### config.mk
export PLATFORM = sky130hd
export DESIGN_NAME = fpga_conf_spi_flat
export DESIGN_NICKNAME = d
export VERILOG_FILES = /design/src/rtl/fpga_conf_spi_pkg.sv /design/src/rtl/fpga_conf_spi_if.sv /design/src/rtl/fpga_conf_spi_sync_edge.sv /design/src/rtl/fpga_conf_spi.sv /design/src/flat_wrapper.sv
export SDC_FILE = /design/constraint.sdc
export NUM_CORES = 1
export LEC_CHECK = 0
export ABC_CLOCK_PERIOD_IN_PS = 3450
export BUFFER_PORTS_ARGS = -buffer_cell sky130_fd_sc_hd__buf_2
export CAP_MARGIN = 10
export CORE_MARGIN = 1.5
export CORE_UTILIZATION = 25
export DETAILED_ROUTE_END_ITERATION = 6
export GPL_TIMING_DRIVEN = 1
export MAX_ROUTING_LAYER = met4
export SLEW_MARGIN = 0
export SYNTH_ARGS = -nofsm -noshare
export SYNTH_HDL_FRONTEND = slang
export SYNTH_HIERARCHICAL = 1
export SYNTH_SLANG_ARGS = --single-unit
### constraint.sdc
create_clock -name pck0 -period 3.45 [get_ports pck0]
set_input_delay 0.69 -clock pck0 [delete_from_list [all_inputs] [get_ports pck0]]
set_output_delay 0.69 -clock pck0 [all_outputs]
set_load 0.05 [all_outputs]
### src/rtl/fpga_conf_spi_pkg.sv
// -----------------------------------------------------------------------------
// fpga_conf_pkg
//   Shared definitions for the SPI configuration receiver: command encodings,
//   receiver FSM states and the fixed register indices.
// -----------------------------------------------------------------------------
package fpga_conf_pkg;

    // Command field encodings (frame MSBs)
    localparam int unsigned CMD_SET_CONFREG = 1;
    localparam int unsigned CMD_SET_DIVISOR = 2;
    localparam int unsigned CMD_WRITE       = 3;
    localparam int unsigned CMD_READ        = 4;
    localparam int unsigned CMD_CLEAR_ERR   = 5;

    // Fixed register slots
    localparam int unsigned REG_CONF = 0;   // mode/conf word, commit-gated
    localparam int unsigned REG_DIV  = 1;   // divisor

    // Receiver FSM
    typedef enum logic [1:0] {
        ST_WAIT_IDLE = 2'd0,    // wait for ncs high after reset
        ST_IDLE      = 2'd1,    // between frames
        ST_SHIFT     = 2'd2,    // frame in progress
        ST_DECODE    = 2'd3     // one-cycle frame decode
    } state_e;

endpackage

### src/rtl/fpga_conf_spi_if.sv
// -----------------------------------------------------------------------------
// fpga_conf_spi_if
//   SPI pin bundle between the ARM (master) and the configuration receiver
//   (slave).
//   spck : SPI clock, driven by master
//   mosi : data master -> slave, MSB first
//   ncs  : chip select, active low
//   miso : readback data slave -> master
// -----------------------------------------------------------------------------
interface fpga_conf_spi_if;
    logic spck;
    logic mosi;
    logic ncs;
    logic miso;

    modport master (output spck, output mosi, output ncs, input  miso);
    modport slave  (input  spck, input  mosi, input  ncs, output miso);
endinterface

### src/rtl/fpga_conf_spi_sync_edge.sv
// -----------------------------------------------------------------------------
// sync_edge
//   Two-flop synchroniser for an asynchronous pin plus a third flop for edge
//   detection. An edge at the pin before clk edge k is visible on rise_o /
//   fall_o after edge k+1, so logic registering it acts at edge k+2.
//   clk    : sampling clock
//   rst    : synchronous active-high reset (all flops to 0)
//   d_i    : asynchronous input
//   s_o    : synchronised level
//   rise_o : one-cycle pulse on a synchronised 0->1
//   fall_o : one-cycle pulse on a synchronised 1->0
// -----------------------------------------------------------------------------
module sync_edge (
    input  logic clk,
    input  logic rst,
    input  logic d_i,
    output logic s_o,
    output logic rise_o,
    output logic fall_o
);

    logic meta_q, meta_d;
    logic sync_q, sync_d;
    logic prev_q, prev_d;

    always_comb begin
        meta_d = d_i;
        sync_d = meta_q;
        prev_d = sync_q;
    end

    // NOTE: non-blocking assignments make every flop sample the pre-edge value
    // of its neighbour, which is what turns these three into a shift chain.
    always_ff @(posedge clk) begin
        if (rst) begin
            meta_q <= 1'b0;
            sync_q <= 1'b0;
            prev_q <= 1'b0;
        end else begin
            meta_q <= meta_d;
            sync_q <= sync_d;
            prev_q <= prev_d;
        end
    end

    assign s_o    = sync_q;
    assign rise_o = sync_q & ~prev_q;
    assign fall_o = ~sync_q & prev_q;

endmodule

### src/rtl/fpga_conf_spi.sv
// -----------------------------------------------------------------------------
// fpga_conf_spi
//   SPI configuration receiver. Oversamples the ARM SPI pins in the pck0
//   domain, decodes fixed-length frames {cmd, addr, data} into a bank of
//   NUM_REGS registers, and reads registers back on miso in the frame after a
//   READ. Register 0 is held in a shadow until safe_i opens a commit window so
//   mode changes land at a glitch-free point.
//   pck0           : system clock (spck must be <= pck0/4)
//   rst            : synchronous active-high reset
//   spi            : SPI pins (slave side)
//   safe_i         : commit-window strobe for register 0
//   conf_o         : committed register 0
//   regs_o         : all registers flattened, slot 0 = committed conf
//   conf_pending_o : register 0 shadow waiting for safe_i
//   wr_stb_o       : one-cycle pulse on each accepted register write
//   wr_addr_o      : address of the last accepted write
//   frame_err_o    : sticky bad-length / bad-address flag
// -----------------------------------------------------------------------------
module fpga_conf_spi
    import fpga_conf_pkg::*;
#(
    parameter int CMD_W    = 4,
    parameter int ADDR_W   = 4,
    parameter int DATA_W   = 8,
    parameter int NUM_REGS = 4
) (
    input  logic                       pck0,
    input  logic                       rst,
    fpga_conf_spi_if.slave             spi,
    input  logic                       safe_i,
    output logic [DATA_W-1:0]          conf_o,
    output logic [NUM_REGS*DATA_W-1:0] regs_o,
    output logic                       conf_pending_o,
    output logic                       wr_stb_o,
    output logic [ADDR_W-1:0]          wr_addr_o,
    output logic                       frame_err_o
);

    localparam int FRAME_W = CMD_W + ADDR_W + DATA_W;
    localparam int CNT_W   = $clog2(FRAME_W + 2);

    localparam logic [CNT_W-1:0]  CNT_FULL   = CNT_W'(FRAME_W);
    localparam logic [CNT_W-1:0]  CNT_SAT    = CNT_W'(FRAME_W + 1);
    localparam logic [ADDR_W:0]   NUM_REGS_L = (ADDR_W + 1)'(NUM_REGS);

    // -------------------------------------------------------------------------
    // Pin synchronisers
    // -------------------------------------------------------------------------
    logic spck_s, spck_rise, spck_fall;
    logic mosi_s, mosi_rise, mosi_fall;
    logic ncs_s,  ncs_rise,  ncs_fall;

    sync_edge u_sync_spck (
        .clk    (pck0),
        .rst    (rst),
        .d_i    (spi.spck),
        .s_o    (spck_s),
        .rise_o (spck_rise),
        .fall_o (spck_fall)
    );

    sync_edge u_sync_mosi (
        .clk    (pck0),
        .rst    (rst),
        .d_i    (spi.mosi),
        .s_o    (mosi_s),
        .rise_o (mosi_rise),
        .fall_o (mosi_fall)
    );

    sync_edge u_sync_ncs (
        .clk    (pck0),
        .rst    (rst),
        .d_i    (spi.ncs),
        .s_o    (ncs_s),
        .rise_o (ncs_rise),
        .fall_o (ncs_fall)
    );

    // Only the level of mosi and the edges of spck are meaningful.
    logic unused_sync;
    assign unused_sync = ^{mosi_rise, mosi_fall, spck_s};

    // -------------------------------------------------------------------------
    // State
    // -------------------------------------------------------------------------
    state_e state_q, state_d;

    logic [CNT_W-1:0]   cnt_q,     cnt_d;
    logic [FRAME_W-1:0] rx_q,      rx_d;
    logic [DATA_W-1:0]  shadow_q,  shadow_d;
    logic               pending_q, pending_d;
    logic [DATA_W-1:0]  conf_q,    conf_d;
    logic [DATA_W-1:0]  tx_q,      tx_d;
    logic               miso_q,    miso_d;
    logic               wr_stb_q,  wr_stb_d;
    logic [ADDR_W-1:0]  wr_addr_q, wr_addr_d;
    logic               err_q,     err_d;

    // Slot 0 lives in conf_q/shadow_q, so the plain bank starts at 1.
    logic [DATA_W-1:0]  regs_q [1:NUM_REGS-1];
    logic [DATA_W-1:0]  regs_d [1:NUM_REGS-1];

    // Frame fields
    logic [CMD_W-1:0]   cmd;
    logic [ADDR_W-1:0]  addr;
    logic [DATA_W-1:0]  data;
    logic               addr_ok;
    logic               is_conf_wr;

    assign cmd     = rx_q[FRAME_W-1 -: CMD_W];
    assign addr    = rx_q[DATA_W +: ADDR_W];
    assign data    = rx_q[DATA_W-1:0];
    assign addr_ok = ({1'b0, addr} < NUM_REGS_L);

    assign is_conf_wr = (cmd == CMD_W'(CMD_SET_CONFREG)) ||
                        ((cmd == CMD_W'(CMD_WRITE)) && (addr == ADDR_W'(REG_CONF)));

    // Externally visible register view: slot 0 is the committed conf word.
    logic [DATA_W-1:0]  reg_view [NUM_REGS];
    logic [DATA_W-1:0]  rd_data;

    always_comb begin
        reg_view[0] = conf_q;
        for (int i = 1; i < NUM_REGS; i++) begin
            reg_view[i] = regs_q[i];
        end
    end

    always_comb begin
        rd_data = '0;
        for (int i = 0; i < NUM_REGS; i++) begin
            if (addr == ADDR_W'(i)) begin
                rd_data = reg_view[i];
            end
        end
    end

    // -------------------------------------------------------------------------
    // FSM: state register
    // -------------------------------------------------------------------------
    always_ff @(posedge pck0) begin
        if (rst) begin
            state_q <= ST_WAIT_IDLE;
        end else begin
            state_q <= state_d;
        end
    end

    // -------------------------------------------------------------------------
    // FSM: next state
    // -------------------------------------------------------------------------
    always_comb begin
        state_d = state_q;
        case (state_q)
            // A frame already running at reset release is skipped by waiting
            // for chip select to go idle first.
            ST_WAIT_IDLE: if (ncs_s)    state_d = ST_IDLE;
            ST_IDLE:      if (ncs_fall) state_d = ST_SHIFT;
            ST_SHIFT:     if (ncs_rise) state_d = ST_DECODE;
            ST_DECODE:                  state_d = ST_IDLE;
            default:                    state_d = ST_WAIT_IDLE;
        endcase
    end

    // -------------------------------------------------------------------------
    // FSM: outputs / datapath
    // -------------------------------------------------------------------------
    // NOTE: every _d gets its hold value before any branch; a path that leaves
    // one unassigned would infer a latch instead of a mux.
    always_comb begin
        cnt_d     = cnt_q;
        rx_d      = rx_q;
        shadow_d  = shadow_q;
        pending_d = pending_q;
        conf_d    = conf_q;
        regs_d    = regs_q;
        tx_d      = tx_q;
        miso_d    = miso_q;
        wr_stb_d  = 1'b0;
        wr_addr_d = wr_addr_q;
        err_d     = err_q;

        // Commit window. Evaluated before decode so a reg0 write landing in
        // the same cycle re-arms pending with the new shadow value.
        if (pending_q && safe_i) begin
            conf_d    = shadow_q;
            pending_d = 1'b0;
        end

        case (state_q)
            ST_IDLE: begin
                if (ncs_fall) begin
                    cnt_d  = '0;
                    rx_d   = '0;
                    miso_d = tx_q[DATA_W-1];
                    tx_d   = tx_q << 1;
                end
            end

            ST_SHIFT: begin
                if (spck_rise) begin
                    rx_d = {rx_q[FRAME_W-2:0], mosi_s};
                    if (cnt_q != CNT_SAT) begin
                        cnt_d = cnt_q + CNT_W'(1);
                    end
                end
                if (spck_fall) begin
                    miso_d = tx_q[DATA_W-1];
                    tx_d   = tx_q << 1;
                end
                // Readback data is valid for one frame only.
                if (ncs_rise) begin
                    tx_d = '0;
                end
            end

            ST_DECODE: begin
                if (cnt_q != CNT_FULL) begin
                    err_d = 1'b1;
                end else if (is_conf_wr) begin
                    shadow_d  = data;
                    pending_d = 1'b1;
                    wr_stb_d  = 1'b1;
                    wr_addr_d = ADDR_W'(REG_CONF);
                end else if (cmd == CMD_W'(CMD_SET_DIVISOR)) begin
                    regs_d[REG_DIV] = data;
                    wr_stb_d        = 1'b1;
                    wr_addr_d       = ADDR_W'(REG_DIV);
                end else if (cmd == CMD_W'(CMD_WRITE)) begin
                    if (addr_ok) begin
                        for (int i = 1; i < NUM_REGS; i++) begin
                            if (addr == ADDR_W'(i)) begin
                                regs_d[i] = data;
                            end
                        end
                        wr_stb_d  = 1'b1;
                        wr_addr_d = addr;
                    end else begin
                        err_d = 1'b1;
                    end
                end else if (cmd == CMD_W'(CMD_READ)) begin
                    if (addr_ok) begin
                        tx_d = rd_data;
                    end else begin
                        tx_d  = '0;
                        err_d = 1'b1;
                    end
                end else if (cmd == CMD_W'(CMD_CLEAR_ERR)) begin
                    err_d = 1'b0;
                end
            end

            default: ;
        endcase

        // miso is quiet whenever the slave is deselected.
        if (ncs_s) begin
            miso_d = 1'b0;
        end
    end

    // NOTE: the register bank is reset along with the rest so the mode muxes
    // downstream see a defined all-zero configuration out of reset.
    always_ff @(posedge pck0) begin
        if (rst) begin
            cnt_q     <= '0;
            rx_q      <= '0;
            shadow_q  <= '0;
            pending_q <= 1'b0;
            conf_q    <= '0;
            regs_q    <= '{default: '0};
            tx_q      <= '0;
            miso_q    <= 1'b0;
            wr_stb_q  <= 1'b0;
            wr_addr_q <= '0;
            err_q     <= 1'b0;
        end else begin
            cnt_q     <= cnt_d;
            rx_q      <= rx_d;
            shadow_q  <= shadow_d;
            pending_q <= pending_d;
            conf_q    <= conf_d;
            regs_q    <= regs_d;
            tx_q      <= tx_d;
            miso_q    <= miso_d;
            wr_stb_q  <= wr_stb_d;
            wr_addr_q <= wr_addr_d;
            err_q     <= err_d;
        end
    end

    // -------------------------------------------------------------------------
    // Outputs
    // -------------------------------------------------------------------------
    always_comb begin
        regs_o = '0;
        for (int i = 0; i < NUM_REGS; i++) begin
            regs_o[i*DATA_W +: DATA_W] = reg_view[i];
        end
    end

    assign spi.miso       = miso_q;
    assign conf_o         = conf_q;
    assign conf_pending_o = pending_q;
    assign wr_stb_o       = wr_stb_q;
    assign wr_addr_o      = wr_addr_q;
    assign frame_err_o    = err_q;

endmodule

### src/flat_wrapper.sv
// flat-port wrapper written by rule: the top's interface ports become plain ports
module fpga_conf_spi_flat import fpga_conf_pkg::*;
#(
    parameter int CMD_W    = 4,
    parameter int ADDR_W   = 4,
    parameter int DATA_W   = 8,
    parameter int NUM_REGS = 4
)
  (pck0, rst, safe_i, conf_o, regs_o, conf_pending_o, wr_stb_o, wr_addr_o, frame_err_o, spi_spck, spi_mosi, spi_ncs, spi_miso);
  fpga_conf_spi_if spi_i ();
  input  logic pck0;
  input  logic rst;
  input  logic safe_i;
  output logic [DATA_W-1:0] conf_o;
  output logic [NUM_REGS*DATA_W-1:0] regs_o;
  output logic conf_pending_o;
  output logic wr_stb_o;
  output logic [ADDR_W-1:0] wr_addr_o;
  output logic frame_err_o;
  input wire logic [$bits(spi_i.spck)-1:0] spi_spck;
  input wire logic [$bits(spi_i.mosi)-1:0] spi_mosi;
  input wire logic [$bits(spi_i.ncs)-1:0] spi_ncs;
  output wire logic [$bits(spi_i.miso)-1:0] spi_miso;
  assign spi_i.spck = spi_spck;
  assign spi_i.mosi = spi_mosi;
  assign spi_i.ncs = spi_ncs;
  assign spi_miso = spi_i.miso;
  fpga_conf_spi #(.CMD_W(CMD_W), .ADDR_W(ADDR_W), .DATA_W(DATA_W), .NUM_REGS(NUM_REGS)) u_core (.pck0(pck0), .rst(rst), .spi(spi_i), .safe_i(safe_i), .conf_o(conf_o), .regs_o(regs_o), .conf_pending_o(conf_pending_o), .wr_stb_o(wr_stb_o), .wr_addr_o(wr_addr_o), .frame_err_o(frame_err_o));
endmodule
# == Word-level counts from Yosys, hierarchy flattened ==
# Index checks and enable logic that the tools add are counted.
# word_totals
word_cells,142
in_bits,6
ff_bits,87
# classes
mux,53
reduce_logical,26
bitwise,12
n_eq_ne,27
addsub,1
magnitude_cmp,1
# op_table
cell,n
$mux 8,17
$mux 24,2
$mux 16,2
$pmux 16 s2,1
$pmux 8 s3,1
$mux 1,17
$eq 4x2->1 const B,4
$mux 4,4
$mux 5,3
$ne 2x1->1 const B,7
$reduce_and 7->1,2
$ne 2x2->1 const B,6
$reduce_and 3->1,4
$reduce_and 4->1,3
$ne 5x5->1 const B,2
$pmux 5 s2,1
$reduce_bool 3->1,3
$eq 4x1->1 const B,2
$eq 4x3->1 const B,2
$not 1->1,8
$pmux 2 s4,1
$reduce_and 8->1,1
$reduce_bool 2->1,4
$mux 2,3
other kinds (15),20

# == Depth between registers and ports, before layout ==
# depth
depth_word,12
ltp_mapped,9
mapped_depth_nobuf,6

# == By module ==
# Netlist, hierarchy kept.
# modules_own_cells
module,cells_per_inst,seq_area_each_um2,area_per_inst_um2,n_inst
fpga_conf_spi,404,1581.5,3769.9,1
sync_edge,8,60.1,91.3,3

# == Least setup slack after synthesis ==
# OpenSTA, ideal clock, no wires.
# synth_timing
kind,reg-to-reg
start,reg u_core.state_q[1]
end,reg u_core.tx_q[2]
slack_ns,1.609
path_stages_with_launch,9
path_buffers,2
synth_period_minus_slack_ns,1.841
arrival_time_ns,1.708
t_required_ns,3.317
path_cell_list,dfxtp_1 -> inv_1 -> ha_1 -> nor2b_1 -> buf_6 -> a311oi_4 -> and2_1 -> buf_4 -> a311oi_1
# synth_between
elab_chain_cells,3
# synth_rtl
element,line,source
"start, declared",fpga_conf_spi.sv:87,"state_e state_q, state_d;"
"start signal, assigned",fpga_conf_spi.sv:146,state_q <= state_d;
$eq 2x2->1 / $eq 2x1->1 (equally long branches),fpga_conf_spi.sv:191,case (state_q)
$ne 3x1->1 (no source line) (tied with other cells),n/a,
$reduce_and 8->1 (no source line),n/a,
"end signal, assigned",fpga_conf_spi.sv:285,tx_q <= tx_d;
"end, declared",fpga_conf_spi.sv:94,"logic [DATA_W-1:0] tx_q, tx_d;"
# Several ways; a longest one is shown, not always the timed one.
# A chain may end at the register's enable or synchronous reset.

# == Worst setup path after layout ==
# layout_timing
start,reg u_core.state_q[0]
end,reg u_core.cnt_q[2]
# layout_between
elab_chain_cells,3
# layout_rtl
element,line,source
$eq 2x2->1 / $eq 2x1->1 (equally long branches),fpga_conf_spi.sv:191,
$ne 2x1->1 (no source line) / $reduce_bool 2->1 (equally long branches),n/a,
$reduce_and 4->1 (no source line),n/a,
"end signal, assigned",fpga_conf_spi.sv:279,cnt_q <= cnt_d;
"end, declared",fpga_conf_spi.sv:89,"logic [CNT_W-1:0] cnt_q, cnt_d;"
# Several ways; a longest one is shown, not always the timed one.

==> impl_results.md <==
* Core Area at 15800 µm²
* Synthesized area at 4010 µm²
* CP Cell Sequence: inv_1 -> ha_1 -> mux2i_2 -> nor2_4 -> a21bo_2 -> a21oi_1
* Leakage power at just under 2 nW
* Synth Instances at 424
* Area post-placement at approximately 4400 µm²
* Drt pass-1 iters at 6
* Hold path startpoint: u_core/u_sync_mosi/meta_q$_SDFF_PP0_
* Reg2reg path depth at 6
* CTS tree: built
* I/O pin count at 54
* Final Hold Fails at 0
* Initial DRC count at roughly 150
* CTS-repair resized insts at 0
* Post-route cell area at around 4700 µm²
* Slowest CP cell: mux2i_2
* TritonCTS buffer count at 9
* DP HPWL at between 7000 and 8000 µm
* Worst EP arrival at about 2.7 ns
* Initial antenna violation count at 0
* Hold path cells at 1
* Slowest Stage Delay on Critical Path at around 0.73 ns
* Port buffer count at 53
* Total negative setup slack at 0 ns
* Clk sinks at slightly below 90
* Max Cap Viol at 0
* Worst reg2reg endpoint: u_core/cnt_q[2]$_SDFFE_PP0P_
* Net Count, Synth at approximately 440
* Final worst-path cycle share at a little over two thirds
* Yosys warnings at 6
* Gr ovfl total at 0
* Largest net degree at the start of global routing at 37
* Post-place setup slack at approximately 1.1 ns
* Hold WC Path Type: reg2reg
* Worst skew pair latency at approximately 0.35 ns
* Fraction of layout cells with a size suffix above 1 at 19.1%
* Max clock buf depth at 2
* Worst hold endpoint: u_core/u_sync_mosi/s_o$_SDFF_PP0_
* Final Routed Wirelength at 9920 µm
* Unrepaired setup endpoints after global routing: false
* Worst Setup Start Kind: flip-flop
* Final Max Slew Viols at 0
* Slew @ Worst Pin at ~0.95 ns
* Root Buffer: clkbuf_16
* Run status: finished clean
* Critical path type: reg2reg
* First-pass GRT wire length at between 15000 and 20000 µm
* DRC at 0
* Die area at between 15000 and 20000 µm²
* Routability cong. at 0.804
* Vias in the first global route at approximately 3100
* Initial Util at 25.4%
* Clock Skew at 0.00999 ns
* Post-layout min period at 2.43 ns
* CP required at 3.73 ns
* Hold buffers post-CTS at 0
* Post-route ant nets at 0
* Crit Path Max Fanout at 17
* Area grow syn2layout at 16.6%
* P per Cell Area at ~550 nW/µm²
* DR WL/cell at approximately 15 µm
* Worst flop-to-flop path startpoint: u_core/state_q[0]$_SDFFE_PP0P_
* Layout Nets at 470
* Via count at 3184
* Max IR drop VDD at roughly 0.25 mV
* Postcts setup bufs at 0
* Chip height at 130 µm
* Antenna Cells at 0
* Finish-stage setup viols at 0
* Total track usage at about an eighth
* Relative slew slack at between 30% and 40%
* Die W at 130 µm
* Worst R2R Setup Slack at between 1 and 1.5 ns
* Clock transition at path regs at around 0.060 ns
* Critical path endpoint category: flip-flop
* Max Clk Rate at just over 400 MHz
* H-tree depth at 3
* Mean Syn Cell Area at 9.45 µm²
* Core Rows at 46
* Worst setup margin at 1.02 ns
* Vias per std cell at 4.71
-- cell usage in the layout (no fill, tap or decap), types with 13 or more instances in the layout --
| cell type | count |
|---|---|
| a211oi_1 | 13 |
| nor2b_1 | 22 |
| nor2_1 | 51 |
| dfxtp_1 | 87 |
| nand2_1 | 22 |
| o21ai_0 | 13 |
| inv_1 | 13 |
| mux2i_1 | 42 |
| a21oi_1 | 32 |
| buf_2 | 53 |
-- power by group --
part	switching (W)	internal (W)
Clock	0.000435	0.000578
Combinational	0.000294	0.000172
Sequential	0.0000422	0.00106
Total	0.000771	0.00181
-- per-layer routing --
metal  vias up  wire length (µm)  global-route usage, %  share of wire (%)
met1      1532              4630                   16.2                 47
met3        14               407                   2.15                4.1
met5         -                 0                      -                  0
li1       1563                 -                      -                  -
met4         0               223                   6.60                2.2
met2        75              4660                   19.5                 47
-- final cells by class --
class                           instances  area, µm²
Sequential cell                        87       1740
Fill cell                            1661      11100
Clock buffer                            9        225
Tap cell                              216        270
Timing Repair Buffer                   57        295
Multi-Input combinational cell        287       2000
Clock inverter                          7       85.1
Inverter                               13       48.8
-- how the worst max path moves through the flow --
stage | from | to | slack (ns) | depth (start not counted)
6_report | u_core/state_q[0]$_SDFFE_PP0P_ | u_core/cnt_q[2]$_SDFFE_PP0P_ | 1.02 | 6
5_1_grt | u_core/state_q[0]$_SDFFE_PP0P_ | u_core/cnt_q[2]$_SDFFE_PP0P_ | 0.82 | 6
4_1_cts | u_core/state_q[0]$_SDFFE_PP0P_ | u_core/cnt_q[2]$_SDFFE_PP0P_ | 1.03 | 6
3_5_place_dp | u_core/state_q[0]$_SDFFE_PP0P_ | u_core/cnt_q[2]$_SDFFE_PP0P_ | 1.05 | 6
3_3_place_gp | u_core/state_q[0]$_SDFFE_PP0P_ | u_core/cnt_q[2]$_SDFFE_PP0P_ | 1.16 | 6
2_1_floorplan | u_core/state_q[1]$_SDFFE_PP0P_ | u_core/tx_q[2]$_SDFFE_PP0P_ | 1.61 | 8
-- worst max-delay path: cells and delay by family (launching register included) --
family	cells	cell delay (ns)
mux	1	0.73
compound gates	2	0.38
fa+ha+maj	1	0.53
buf+inv	1	0.12
flops	1	0.36
simple gates	1	0.23
-- stage by stage --
stage	power (W)	cells	utilization [%]	hold slack, ns
3_5_place_dp	0.00159	660	27.7	0.420
6_report	0.00258	676	29.6	0.436
5_1_grt	0.00270	676	29.6	0.458
3_3_place_gp	0.00157	660	27.7	0.428
2_1_floorplan	0.00152	424	-	0.414
4_1_cts	0.00260	676	29.6	0.436
-- state kept, by name, indices dropped and copies added, names as in the netlist, 2 cells and up --
name,count
u_core/regs_o,24
u_core/rx_q,16
u_core/conf_o,8
u_core/shadow_q,8
u_core/tx_q,8
u_core/cnt_q,5
u_core/wr_addr_o,4
u_core/state_q,2
(Power assumes the default switching activity.)
